`src/rtl/datapath_sequencer.sv`:
```
// Three-state instruction sequencer: accepts one instruction, drives an external
// datapath core for one cycle, then writes back to a 4-entry register file.
module datapath_sequencer #(
  parameter int WIDTH = 8
) (
  input  logic             clk,
  input  logic             rst,
  input  logic             instr_valid,
  output logic             instr_ready,
  input  logic [3:0]       instr_op,
  input  logic [1:0]       instr_rd,
  input  logic [1:0]       instr_rs1,
  input  logic [1:0]       instr_rs2,
  input  logic [WIDTH-1:0] instr_imm,
  output logic [WIDTH-1:0] alu_a,
  output logic [WIDTH-1:0] alu_b,
  output logic [3:0]       alu_op,
  input  logic [WIDTH-1:0] alu_result,
  input  logic             alu_zero,
  input  logic             alu_neg,
  input  logic             alu_carry,
  input  logic             alu_overflow,
  output logic             done,
  output logic             err,
  output logic [3:0]       flags,
  output logic             busy,
  input  logic [1:0]       dbg_sel,
  output logic [WIDTH-1:0] dbg_data,
  output logic [1:0]       dbg_state
);

  typedef enum logic [1:0] {
    IDLE = 2'd0,
    EXEC = 2'd1,
    WB   = 2'd2
  } state_t;

  state_t           state, state_nxt;
  logic             accept;
  logic [3:0]       op_q;
  logic [1:0]       rd_q, rs1_q, rs2_q;
  logic [WIDTH-1:0] imm_q;
  logic [WIDTH-1:0] res_q;
  logic [3:0]       flg_q;
  logic [WIDTH-1:0] regs [4];
  logic             is_ldi, is_illegal;

  // Handshake: an instruction transfers on a rising edge where instr_valid and
  // instr_ready are both high; instr_ready is high only in IDLE, so instr_valid
  // while busy is ignored and the instr_* fields matter only at that edge.
  assign accept     = instr_valid & instr_ready;
  assign is_ldi     = (op_q == 4'b1111);
  assign is_illegal = op_q[3] & ~is_ldi;
  assign busy       = (state != IDLE);
  assign dbg_state  = state;
  assign dbg_data   = regs[dbg_sel];

  always_ff @(posedge clk or posedge rst) begin
    if (rst) state <= IDLE;
    else     state <= state_nxt;
  end

  always_comb begin
    state_nxt   = state;
    instr_ready = 1'b0;
    alu_a       = '0;
    alu_b       = '0;
    alu_op      = 4'b0000;
    case (state)
      IDLE: begin
        instr_ready = 1'b1;
        if (instr_valid) state_nxt = EXEC;
      end
      EXEC: begin
        alu_a     = regs[rs1_q];
        alu_b     = regs[rs2_q];
        alu_op    = op_q;
        state_nxt = WB;
      end
      WB:      state_nxt = IDLE;
      default: state_nxt = IDLE;
    endcase
  end

  always_ff @(posedge clk or posedge rst) begin
    if (rst) begin
      op_q  <= 4'b0000;
      rd_q  <= 2'd0;
      rs1_q <= 2'd0;
      rs2_q <= 2'd0;
      imm_q <= '0;
      res_q <= '0;
      flg_q <= 4'b0000;
      flags <= 4'b0000;
      done  <= 1'b0;
      err   <= 1'b0;
      for (int i = 0; i < 4; i++) regs[i] <= '0;
    end else begin
      done <= 1'b0;
      err  <= 1'b0;
      if (accept) begin
        op_q  <= instr_op;
        rd_q  <= instr_rd;
        rs1_q <= instr_rs1;
        rs2_q <= instr_rs2;
        imm_q <= instr_imm;
      end
      if (state == EXEC) begin
        res_q <= alu_result;
        flg_q <= {alu_zero, alu_neg, alu_carry, alu_overflow};
      end
      // Writeback happens here, so the next instruction's EXEC read sees it.
      if (state == WB) begin
        done <= 1'b1;
        err  <= is_illegal;
        if (is_ldi) begin
          regs[rd_q] <= imm_q;
        end else if (!is_illegal) begin
          regs[rd_q] <= res_q;
          flags      <= flg_q;
        end
      end
    end
  end

endmodule

```
`config.mk`:
```
export PLATFORM = sky130hd
export DESIGN_NAME = datapath_sequencer
export DESIGN_NICKNAME = d
export VERILOG_FILES = /design/src/rtl/datapath_sequencer.sv
export SDC_FILE = /design/constraint.sdc
export NUM_CORES = 1
export LEC_CHECK = 0
export CORE_ASPECT_RATIO = 0.8
export CORE_MARGIN = 1.5
export CORE_UTILIZATION = 51
export DETAILED_ROUTE_END_ITERATION = 10
export GPL_ROUTABILITY_DRIVEN = 0
export PLACE_DENSITY = 0.84
export SYNTH_ARGS = -nofsm -noshare
export SYNTH_HDL_FRONTEND = slang
export SYNTH_SLANG_ARGS = --single-unit
```
`constraint.sdc`:
```
create_clock -name clk -period 3.1 [get_ports clk]
set_input_delay 0.62 -clock clk [delete_from_list [all_inputs] [get_ports clk]]
set_output_delay 0.62 -clock clk [all_outputs]
set_load 0.005 [all_outputs]
```
Yosys cells after proc, flatten, opt, wreduce, memory -nomap -nowiden
Cells that the tools add are included.
- register bits after elaboration: 70
- latch bits: 0
- memory bits (writable): 0
- bits in read-only memories: 0
- input port bits: 35
- output and inout port bits: 38
- word-level logic and storage cells: 61
- memories kept: 0
- add/subtract/negate cells: 0
- multipliers: 0
- div/mod/pow operators: 0
- $lt $le $gt $ge: 5
- equal/unequal tests: 5
- shift-type cells: 0
- multiplexer cells: 23
- bitwise gates (word level): 8
- reduce and logical (&&, ||, !) cells: 5
- operator list (operator ; number):
    2-to-1 mux 8 bit ; 9
    bitwise mux 32 bit ; 2
    2-to-1 mux 32 bit ; 2
    binary-select mux 8 bit (select 2 bit) ; 3
    demux 8 bit (select 2 bit) ; 1
    greater-or-equal comparator 3 bit (second input constant) ; 4
    NOT 2 -> 3 bit ; 4
    == test 4 bit (second input constant) ; 1
    2-to-1 mux 4 bit ; 1
    inequality test 2 bit (second input constant) ; 2
    case mux 2 bit (2 select lines) ; 1
    less-than comparator 3 x 1 -> 1 bit (second input constant) ; 1
    2-to-1 mux 1 bit ; 3
    AND reduction 3 bit ; 1
    bitwise AND 1 bit ; 2
    == test 2 x 1 -> 1 bit (second input constant) ; 1
    == test 2 bit (second input constant) ; 1
    zero test 2 bit ; 1
    2-to-1 mux 2 bit ; 1
    NOT 1 bit ; 2
    AND reduction 2 bit ; 1
    nonzero test 2 bit ; 1
    logical AND 1 bit ; 1

Longest topological paths before layout
- depth after elaboration: 8
- gate-level depth with buffers: 6

Worst setup path before layout
Ideal clock, no wire load.
- path type: in2out
- from: input dbg_sel[0]
- to: output dbg_data[0]
- arrival time: 1607 ps
- slack: 873 ps
- stages: 2
- cells stage by stage: clkbuf_1 mux4_2
- longest elaborated chain between the ends: 4
- RTL lines (element ; RTL line ; text):
    start: declaration ; 27 ; input logic [1:0] dbg_sel,
    NOT 2 -> 3 bit (implied by the code) ; 56 ; assign dbg_data = regs[dbg_sel];
    binary-select mux 8 bit (select 2 bit) ; 56 ;
    2-to-1 mux 8 bit (implied by the code) (2 in series) ; 56 ;
    end: declaration ; 28 ; output logic [WIDTH-1:0] dbg_data,
Every way passes these cells. The select of a mux whose other input is x is not followed.

Worst setup path after layout
- from: register rs1_q[0]
- to: output alu_a[5]
- longest elaborated chain between the ends: 5
- RTL lines (element ; RTL line ; text):
    start: declaration ; 41 ; logic [1:0] rd_q, rs1_q, rs2_q;
    start signal: assignment ; 104 ; rs1_q <= instr_rs1;
    NOT 2 -> 3 bit (implied by the code) ; 75 ; alu_a = regs[rs1_q];
    binary-select mux 8 bit (select 2 bit) ; 75 ;
    2-to-1 mux 8 bit (implied by the code) (2 in series) ; 75 ;
    2-to-1 mux 8 bit ; 69 ; case (state)
    end: declaration ; 15 ; output logic [WIDTH-1:0] alu_a,
Every way passes these cells. The select of a mux whose other input is x is not followed.

==> metrics.md <==
| Metric | Value |
|---|---|
| Status | finished clean |
| Final Skew | between 0.006 and 0.007 ns |
| Ys Warns | 0 |
| Final Hold Vio Count | 0 |
| RSZ-0062 raised after global routing | no |
| Via count | approximately 2300 |
| VDD IR-drop max | 0.000408 V |
| Area of the core | 6540 sq um |
| Post-CTS Repair Setup Buffers | 0 |
| Seq/Total Area, Yosys | roughly half |
| Netlist Area Pre-Place | between 3000 and 4000 sq um |
| Max Freq | ~0.35 GHz |
| Drt first-iter violations | 93 |
| Worst-Margin Slew | just under 0.8 ns |
| Netlist cell types | 18 |
| Syn Area/Cell | between 10 and 15 sq um |
| Multi-input gate area | around 1700 sq um |
| Minimum clock period | just under 3 ns |
| Top FF cell, synth | dfrtp_1 |
| Drt drc | 0 |
| Final wirelength | about 7600 microns |
| Slew Limit Fails | 0 |
| Via density | between 5 and 6 |
| Top-level I/O count | 73 |
| Cell at the root of the clock tree | clkbuf_8 |
| Synth cell count leaders | dfrtp_1, mux2_2, nand2_1 |
| P_leak | about 0.0019 uW |
| Routed Antenna Nets | 0 |
| Die Y | a little under 80 microns |
| Vias in the first global route | ~2400 |
| Crit path launch type | register |
| CTS tree | built |
| Worst reg2reg setup slack | approximately 0.97 ns |
| Max-cap check violation count | 0 |
| Clk slew on worst S/H paths | 0.07 ns |
| Count leader, synth | dfrtp_1 |
| Ratio of cells with drive above 1 in the final layout | between 30% and 40% |
| Area Growth Syn to Fin | 28.2% |
| Cts bufs inserted | 9 |
| Final hold slack | approximately 0.47 ns |
| Pwr Density | between 700 and 800 nW/um^2 |
| Grt total ovfl | 0 |
| Setup Crit Path Kind | reg2out |
| Dominant cell type by area after synthesis | dfrtp_1 |
| Hold/Removal Path Class | reg2reg |
| Fill cells | roughly 470 |
| Flop and latch count out of synthesis | 70 |
| Hold-critical path depth | 2 |
| Largest net degree at the start of global routing | 33 |
| DR pass1 iterations | 4 |
| FF+latch area | roughly 1800 sq um |
| Setup_tns | 0 ns |
| Critical path capture point type | output pin |
| Tcrit/Tclk final | between 90 and 100% |
| Gate count after technology mapping | between 200 and 250 |
| Crit-path max FO | 9 |
| CP arrival | between 2 and 2.5 ns |
| Die area | 7400 sq um |
| Synth async-reset ratio | 100% |
| Drt wl/cell | about 18 microns |
| First-pass GRT wire length | approximately 12000 microns |
| Die W | 95.8 microns |
| Worst path required time | 2.48 ns |
| Clk sinks | 70 |
| Register-to-Register Path Depth | 3 |
| Starting Density | 53.8% |
| Post-DP HPWL | around 5400 microns |
| Post-Syn Nets | between 200 and 300 |
| N_diodes | 0 |
| Clk Latency, worst-skew pair | 0.35 ns |
| Fin nets | 355 |
| Gr usage total | 23.0% |
| # rows | 26 |
| Htree depth | 3 |
| Synth top area cells | dfrtp_1, mux2_2, mux4_2 |
| Slew HR | 47.2% |
| Yosys top cell area share | between 40 and 50% |
| Number of antenna violations at the first check in global routing | 0 |
| EDFF count, synth | 0 |
| CTS Buffer Depth | 2 |
| Hold-fix buffers, CTS | 0 |
| Port Buf Inserts | 72 |
| Post-cts sizing count | 0 |
| Final-report setup violation count | 0 |
-- routing by layer --
| layer | vias to the layer above | wire (microns) | global-route usage (%) |
|---|---|---|---|
| li1 | 1034 | - | - |
| met5 | - | 0 | 0 |
| met3 | 18 | 427 | 6.85 |
| met2 | 77 | 3580 | 35.7 |
| met4 | 0 | 170 | 7.94 |
| met1 | 1210 | 3380 | 30.8 |
-- layout make-up --
type,count,share of cell area (%)
well taps,84,2.33
inverters,6,0.500
clock inverters,7,1.08
multi-input cells,154,37.0
repair buffers,79,17.4
clock buffers,9,2.75
flip-flops and latches,70,38.9
-- critical path: stages, from the launching register on --
cell and delay (ns):
dfrtp_1 0.72, mux4_2 0.57, and2_1 0.18, clkdlybuf4s50_1 0.45
-- state kept, by name (all words and copies together) (netlist names) --
register	cells
regs	32
imm_q	8
res_q	8
flags	4
flg_q	4
op_q	4
dbg_state	2
rd_q	2
rs1_q	2
rs2_q	2
done	1
err	1
-- cell families after synthesis --
kind of cell | Yosys count | share of synthesized area (%)
and+or+nand+nor | 64 | 9.11
AOI/OAI and AO/OA | 4 | 3.13
muxes | 86 | 35.2
buffers and inverters | 20 | 2.70
DFF | 70 | 49.8
-- final timing paths --
path	from	to
worst max-delay path	rs1_q[0]$_DFFE_PP0P_	alu_a[5]
worst min-delay path	res_q[4]$_DFFE_PP0N_	res_q[4]$_DFFE_PP0N_
worst max register to register	dbg_state[0]$_DFFE_PP0P_	regs[9]$_DFFE_PP0P_
worst min register to register	res_q[4]$_DFFE_PP0N_	res_q[4]$_DFFE_PP0N_
max in group asynchronous	rst	regs[30]$_DFFE_PP0P_
min in group asynchronous	rst	imm_q[2]$_DFFE_PP0P_
-- stage by stage --
stage	util [%]	power, uW	instances	worst slack, ns	cell area [sq um]
6_report	68.9	3450	409	0.203	4510
5_1_grt	68.9	3650	409	0.0534	4510
4_1_cts	68.9	3480	409	0.154	4510
3_5_place_dp	66.3	2810	393	0.232	4330
3_3_place_gp	66.3	2750	393	0.236	4330
2_1_floorplan	-	2300	244	0.712	3520
-- where the power goes --
part / switching (uW) / internal, uW
clock: 357 / 292
combinational: 370 / 845
sequential: 347 / 1240
total: 1070 / 2370
-- layout by cell type (no fill, tap or decap), types with 2 or more instances in the layout --
cell type,count
clkdlybuf4s50_1,72
dfrtp_1,70
mux2_2,62
nand2_1,36
mux4_2,24
and2_1,20
clkbuf_8,9
buf_4,6
inv_1,5
a2111oi_4,4
clkinv_2,3
nand2b_1,2
inv_6,2
Power figures use the tool's default switching activity.
